[config.mk]
export PLATFORM = sky130hd
export DESIGN_NAME = push_arbiter
export DESIGN_NICKNAME = d
export VERILOG_FILES = /design/src/rtl/push_arbiter_pkg.sv /design/src/rtl/push_arbiter_button_sync.sv /design/src/rtl/push_arbiter.sv
export SDC_FILE = /design/constraint.sdc
export NUM_CORES = 1
export LEC_CHECK = 0
export CAP_MARGIN = 10
export CORE_ASPECT_RATIO = 1.25
export CORE_UTILIZATION = 59
export CTS_CLUSTER_DIAMETER = 200
export DETAILED_ROUTE_END_ITERATION = 10
export GPL_ROUTABILITY_DRIVEN = 0
export PLACE_DENSITY = 0.9
export SLEW_MARGIN = 20
export SYNTH_ARGS = -nofsm -noshare
export SYNTH_HDL_FRONTEND = slang
export SYNTH_SLANG_ARGS = --single-unit
[constraint.sdc]
create_clock -name clk -period 4 [get_ports clk]
set_input_delay 0.4 -clock clk [delete_from_list [all_inputs] [get_ports clk]]
set_output_delay 0.4 -clock clk [all_outputs]
set_load 0.1 [all_outputs]
[src/rtl/push_arbiter_pkg.sv]
`default_nettype none
// ============================================================================
// Module  : push_arbiter_pkg
// Brief   : Shared types and constants for the tug-of-war push arbiter.
// Rev     : 1.0  initial release
// ============================================================================
package push_arbiter_pkg;

  localparam int CNT_W        = 16;
  localparam int HOLDOFF_DEF  = 16;
  localparam int DEBOUNCE_DEF = 4;

  typedef enum logic [1:0] {
    WAIT_RELEASE = 2'd0,
    ARMED        = 2'd1,
    LOCKOUT      = 2'd2
  } state_t;

endpackage : push_arbiter_pkg
`default_nettype wire

[src/rtl/push_arbiter_button_sync.sv]
`default_nettype none
// ============================================================================
// Module  : button_sync
// Brief   : 2-flop synchroniser, optional debounce (PUSH_ARBITER_DEBOUNCE_EN)
//           and rising-edge detect for one raw push-button.
// Rev     : 1.0  initial release
// ============================================================================
module button_sync
  import push_arbiter_pkg::*;
#(
  parameter int DEBOUNCE_CYCLES = DEBOUNCE_DEF
) (
  input  logic clk,
  input  logic rst,
  input  logic pb,
  output logic level,
  output logic rise,
  output logic ready
);

  if (DEBOUNCE_CYCLES < 1 || DEBOUNCE_CYCLES > 65535) begin : g_bad_debounce
    $error("button_sync: DEBOUNCE_CYCLES out of range");
  end

  logic       r_meta;
  logic       r_sync;
  logic       r_prev;
  logic [1:0] r_primed;
  logic       w_level;
  logic       w_stable;

  always_ff @(posedge clk or negedge rst) begin
    if (!rst) begin
      r_meta   <= 1'b0;
      r_sync   <= 1'b0;
      r_prev   <= 1'b0;
      r_primed <= 2'b00;
    end else begin
      r_meta   <= pb;
      r_sync   <= r_meta;
      r_prev   <= w_level;
      r_primed <= {r_primed[0], 1'b1};
    end
  end

`ifdef PUSH_ARBITER_DEBOUNCE_EN
  localparam logic [CNT_W-1:0] c_deb_last = CNT_W'(DEBOUNCE_CYCLES - 1);

  logic             r_deb;
  logic [CNT_W-1:0] r_deb_cnt;

  // Counter runs only while the synced level disagrees with the accepted one
  always_ff @(posedge clk or negedge rst) begin
    if (!rst) begin
      r_deb     <= 1'b0;
      r_deb_cnt <= '0;
    end else if (r_sync == r_deb) begin
      r_deb_cnt <= '0;
    end else if (r_deb_cnt == c_deb_last) begin
      r_deb     <= r_sync;
      r_deb_cnt <= '0;
    end else begin
      r_deb_cnt <= r_deb_cnt + 1'b1;
    end
  end

  assign w_level  = r_deb;
  assign w_stable = (r_deb_cnt == '0) && (r_sync == r_deb);
`else
  assign w_level  = r_sync;
  assign w_stable = 1'b1;
`endif

  assign level = w_level;
  assign rise  = w_level & ~r_prev;
  // Pipeline must have seen the raw pin before a 0 level can be trusted
  assign ready = r_primed[1] & (r_meta == r_sync) & w_stable;

endmodule : button_sync
`default_nettype wire

[src/rtl/push_arbiter.sv]
`default_nettype none
// ============================================================================
// Module  : push_arbiter
// Brief   : First-press referee with lockout; optional debounce build macro
//           PUSH_ARBITER_DEBOUNCE_EN.
// Rev     : 1.0  initial release
// ============================================================================
module push_arbiter
  import push_arbiter_pkg::*;
#(
  parameter int HOLDOFF         = HOLDOFF_DEF,
  parameter int DEBOUNCE_CYCLES = DEBOUNCE_DEF
) (
  input  logic clk,
  input  logic rst,
  input  logic pb_l,
  input  logic pb_r,
  input  logic leds_on,
  input  logic en,
  output logic winrnd,
  output logic right,
  output logic tie,
  output logic leds_at_push,
  output logic busy
);

  if (HOLDOFF < 1 || HOLDOFF > 65535) begin : g_bad_holdoff
    $error("push_arbiter: HOLDOFF out of range");
  end

  localparam logic [CNT_W-1:0] c_holdoff = CNT_W'(HOLDOFF);

  logic w_level_l, w_rise_l, w_ready_l;
  logic w_level_r, w_rise_r, w_ready_r;

  button_sync #(.DEBOUNCE_CYCLES(DEBOUNCE_CYCLES)) u_sync_l (
    .clk   (clk),
    .rst   (rst),
    .pb    (pb_l),
    .level (w_level_l),
    .rise  (w_rise_l),
    .ready (w_ready_l)
  );

  button_sync #(.DEBOUNCE_CYCLES(DEBOUNCE_CYCLES)) u_sync_r (
    .clk   (clk),
    .rst   (rst),
    .pb    (pb_r),
    .level (w_level_r),
    .rise  (w_rise_r),
    .ready (w_ready_r)
  );

  state_t           r_state, w_state_nxt;
  logic [CNT_W-1:0] r_cnt, w_cnt_nxt;
  logic             w_decide;
  logic             r_winrnd, r_right, r_tie, r_leds;

  always_ff @(posedge clk or negedge rst) begin
    if (!rst) begin
      r_state <= WAIT_RELEASE;
      r_cnt   <= '0;
    end else begin
      r_state <= w_state_nxt;
      r_cnt   <= w_cnt_nxt;
    end
  end

  always_comb begin
    w_state_nxt = r_state;
    w_cnt_nxt   = r_cnt;
    w_decide    = 1'b0;
    case (r_state)
      WAIT_RELEASE: begin
        if (w_ready_l && w_ready_r && !w_level_l && !w_level_r)
          w_state_nxt = ARMED;
      end
      ARMED: begin
        if (en && (w_rise_l || w_rise_r)) begin
          w_decide    = 1'b1;
          w_cnt_nxt   = c_holdoff;
          w_state_nxt = LOCKOUT;
        end
      end
      LOCKOUT: begin
        // Leave only after the zero count has been observed; never wraps
        if (r_cnt == '0)
          w_state_nxt = WAIT_RELEASE;
        else
          w_cnt_nxt = r_cnt - 1'b1;
      end
      default: begin
        w_state_nxt = WAIT_RELEASE;
        w_cnt_nxt   = '0;
      end
    endcase
  end

  always_ff @(posedge clk or negedge rst) begin
    if (!rst) begin
      r_winrnd <= 1'b0;
      r_right  <= 1'b0;
      r_tie    <= 1'b0;
      r_leds   <= 1'b0;
    end else begin
      r_winrnd <= w_decide;
      if (w_decide) begin
        r_right <= w_rise_r & ~w_rise_l;
        r_tie   <= w_rise_r &  w_rise_l;
        r_leds  <= leds_on;
      end
    end
  end

  assign winrnd       = r_winrnd;
  assign right        = r_right;
  assign tie          = r_tie;
  assign leds_at_push = r_leds;
  assign busy         = (r_state != ARMED);

endmodule : push_arbiter
`default_nettype wire

Word level (Yosys, flattened, before mapping)
Index checks and enable logic that the tools add are counted.
{ "op_classes": {"n_addsub": 1, "n_eq_ne": 9, "n_mux": 9, "bitwise_logic": 10, "n_reduce_logical": 11} }
{ "op_table": {"columns": ["op", "count"], "rows": [
  ["16-bit one-hot mux with 3 select lines", 1],
  ["16-bit two-way mux", 2],
  ["16-bit logical NOT", 1],
  ["16-bit by 1-bit subtractor with 16-bit output, second input constant", 1],
  ["2-bit != test, second input constant", 4],
  ["1-bit bitwise AND", 6],
  ["2-bit two-way mux", 3],
  ["2-bit one-hot mux with 3 select lines", 1],
  ["3-bit AND reduction", 2],
  ["1-bit logical AND", 4],
  ["1-bit NOT", 4],
  ["1-bit == test", 2],
  ["2-bit by 1-bit == test with 1-bit output, second input constant", 1],
  ["2-bit == test, second input constant", 1],
  ["1-bit logical NOT", 2],
  ["2-bit logical NOT", 1],
  ["1-bit two-way mux", 2],
  ["2-bit by 1-bit != test with 1-bit output, second input constant", 1],
  ["1-bit logical OR", 1]
]} }
{ "totals": {"regBits": 32, "out_inout_bits": 5} }

Depth between registers and ports, before layout
{ "logic_depth": {"ltp_word": 7, "ltp_mapped": 9, "mapped_depth_nobuf": 7} }

Hierarchy
Synthesis repeated with hierarchy kept, for this count alone.
{ "unflattened": {"hier_cells": 155, "area_unflattened_um2": 1561.5} }
{ "modules_own_cells": {"columns": ["mod", "instances", "cells_each", "area_each_um2", "seq_area_each_um2"], "rows": [
  ["push_arbiter", 1, 137, 1261.2, 550.5],
  ["button_sync", 2, 9, 150.1, 125.1]
]} }

Worst setup path after synthesis
OpenSTA, ideal clock, no wires.
{ "synth_path": {"kind": "reg2reg", "from": "register r_state[1]", "to": "register r_cnt[7]", "setup_time_ps": 129, "arrival_time_ps": 2189, "path_slack_ps": 1682, "path_stages_with_launch": 9, "period_less_slack_ps": 2318, "cell_sequence": "dfrtp_1 inv_1 ha_1 inv_1 o311a_1 o31ai_4 buf_4 o21ai_0 o41ai_1"} }
{ "synth_between": {"elab_chain_len": 3, "word_cells_on_any_way": 8, "classes_between": "4 x eq/ne; 1 x mux; 1 x bitwise; 2 x reduce/logical"} }
{ "synth_rtl": {"columns": ["item", "line_no", "source"], "rows": [
  ["start, declared", "push_arbiter.sv:54", "state_t r_state, w_state_nxt;"],
  ["start signal, assigned", "push_arbiter.sv:64", "r_state <= w_state_nxt;"],
  ["2-bit == test, or another cell as far along", "push_arbiter.sv:73", "case (r_state)"],
  ["2-bit != test (no line) / 1-bit NOT (equally long branches)", null, null],
  ["3-bit AND reduction (no line)", null, null],
  ["end signal, assigned", "push_arbiter.sv:65", "r_cnt <= w_cnt_nxt;"],
  ["end, declared", "push_arbiter.sv:55", "logic [CNT_W-1:0] r_cnt, w_cnt_nxt;"]
]} }
Several ways; a longest one is shown, not always the timed one.
A chain may end at the register's enable or synchronous reset.

Worst setup path after layout
{ "layout_path": {"from": "register r_state[1]", "to": "output busy"} }
{ "layout_between": {"elab_chain_len": 1} }
{ "layout_rtl": {"columns": ["item", "line_no", "source"], "rows": [
  ["2-bit by 1-bit != test with 1-bit output", "push_arbiter.sv:119", "assign busy = (r_state != ARMED);"],
  ["end, declared", "push_arbiter.sv:24", "output logic busy"]
]} }
Every way passes these cells.

==> qor.txt <==
Slew Limit Fails: 0
Setup crit end: busy
CTS Sinks: 30
Final setup violation count: 0
Top_reg_cell synth: dfrtp_1
CP dominant cell by count: inv_1
Dpl hpwl: 2.045 mm
Gate Count Post-Synth: 148
Hold_buf cts: 0
Syn Area/Cell: 10.01 sq um
Worst Tran Pin Value: 0.9781 ns
Port Buffer Count: 10
Skew final: 0.01254 ns
WP data arrival: 2.31 ns
Reg area: 750.7 sq um
Clk_lat worst skew: 0.34 ns
Outcome: complete, no violations
Largest net degree at the start of global routing: 31
PD cells: 742.8 nW/um^2
Worst Path Buf+Inv: 3
Drt first pass iters: 5
Hold Path Cell Cnt: 0
Via Count: 1179
H-tree Lvls: 2
Hold WS: 0.3652 ns
DIE WIDTH: 46.82 um
Post-DR wirelength/cell: 14.80 um
Worst Setup SP: r_state[1]
Top cell type's share of synthesized area: 50.68%
Final wirelength: 2.871 mm
Synth area leader: dfrtp_1
First-pass GRT wire length: 5.009 mm
Area Overhead vs Synth: 11.91%
Via-to-Cell Ratio: 6.077
VDD IR max: 472.5 uV
Core ar.: 2282 sq um
Post-synth ARST share: 100.0%
Crit-path max cell delay: 1.14 ns
Leakage: 0.6946 nW
Most common cell after layout, fill and taps aside: dfrtp_1
Layout cells sized above 1: 11.04%
Vias in the first global route: 1181
Slew HR: 34.59%
Post-CTS Resized: 0
Post-DP Area: 1594 sq um
Antenna diodes: 0
Area of the multi-input gates: 659.4 sq um
Fillers: 172
Synthesis warning total: 0
# nets final: 172
Mapped Area: 1481 sq um
Setup TNS: 0 ns
Post-route design area: 1658 sq um
Post-synthesis sequential area ratio: 50.68%
Crit path cell chain: inv_1 -> ha_1 -> inv_1 -> clkdlybuf4s50_1
Largest regs: r_cnt x16, r_state x2
Max-cap violations: 0
Routed Antenna Nets: 0
Post-synth cell types: 39
Reg2Reg Launch Point: r_cnt[0]
Initial DRC count: 33
Critical path's top delay family: buffers and inverters
#FFs+latches synth: 30
Clock-pin slew of the registers on the worst-case setup and hold paths: 0.08 ns
Stages on the worst setup path: 4
Min Tclk post-route: 2.713 ns
Critical path class: reg -> out
Starting Density: 64.91%
RSZ-0062 raised after global routing: false
Utilization after layout: 72.64%
Hold crit path type: reg -> reg
FMAX: 368.6 MHz
Clk buf depth: 2
Largest Register: r_cnt
Synth top area cells: dfrtp_1, o21ai_0, nor2_1, ha_1, o31ai_4
Total Routing Usage GR: 26.46%
Top Ports: 11
Initial antenna violation count: 0
Die height: 58.03 um
Postcts setup bufs: 0
Post-synth net total: 158
Reg-to-reg slack, setup: 1.64 ns
Post-synth EDFFs: 0
# DRC: 0
Die footprint: 2717 sq um
Max FO, Critical Path: 6
Critical path endpoint category: output port
Root Buffer: clkbuf_4
Worst Reg-to-Reg Cells: 7
CP startpoint kind: flop
Max FFs per register: 16
Grt total ovfl: 0
CTS Buf Count: 5
Reg-to-reg endpoint: r_cnt[14]
Most frequent cells in the layout: dfrtp_1, o21ai_0, nor2_1, inv_1, clkdlybuf4s50_1
CP required: 3.60 ns
Crit path max-delay cell type: clkdlybuf4s50_1
TritonCTS clock tree: yes
Fin crit share: 67.82%
Rows: 19
Final Hold Fails: 0
## worst register-to-register path, delay by kind of cell, from the launching register on
kind | cells | cell delay [ns]
AOI/OAI and AO/OA | 2 | 0.81
and+or+nand+nor | 3 | 0.79
DFF | 1 | 0.42
adders and majority gates | 1 | 0.16
buffers and inverters | 1 | 0.07
## final cells by class
type                       instances  area share, %
timing repair buffer              11          6.491
sequential                        30          45.28
inverter                          10          2.264
multi-input combinational        104          39.77
clock inverter                     2         0.7547
clock buffer                       6          3.094
tap                               31          2.340
## kinds of logic after synthesis
logic type / after synthesis / share of synthesized area (%)
simple gates: 50 / 17.48
fa+ha+maj: 4 / 3.379
compound gates: 48 / 22.64
other cells: 1 / 0.2531
flops: 30 / 50.68
mux: 1 / 0.7601
buf+inv: 14 / 4.814
## worst min path at each step
stage / from / endpoint / slack (ns)
after floorplan: rst / leds_at_push / 0.10
after global placement: u_sync_r.r_primed[0] / u_sync_l.r_primed[1] / 0.35
after detailed placement: u_sync_r.r_primed[0] / u_sync_l.r_primed[1] / 0.35
after CTS: u_sync_r.r_primed[0] / u_sync_l.r_primed[1] / 0.37
after global routing: u_sync_r.r_primed[0] / u_sync_l.r_primed[1] / 0.37
final: u_sync_r.r_primed[0] / u_sync_l.r_primed[1] / 0.37
## Yosys cell counts (all sizes together), types with 2 or more instances
library cell	count
dfrtp	30
o21ai	18
nor2	14
inv	10
nand2	10
nor3	7
o31ai	7
a21oi	6
nor4	5
ha	4
a31oi	3
buf	3
nand2b	3
nand3	3
or3	3
a32o	2
nor2b	2
o211ai	2
o41ai	2
## power breakdown
part           leakage, nW  internal (W)  switching, W
combinational        0.266      0.000182      0.000461
clock               0.0343     0.0000843      0.000106
sequential           0.394      0.000352     0.0000460
## routing by layer
metal  GRT usage, %  part of all wire, %  up-vias
met3          6.231                  4.2        7
met4          15.51                  2.7        0
li1               -                    -      573
met2          42.26                   52       31
met1          31.46                   41      568
met5              0                    0        -
## through the flow
stage               total power (W)  cells  setup slack [ns]
floorplan                 0.0009310    148             1.682
global placement           0.001013    186             1.711
detailed placement         0.001040    186             1.640
CTS                        0.001236    194             1.268
global route               0.001317    194             1.204
finish                     0.001231    194             1.287
(Power assumes the default switching activity.)
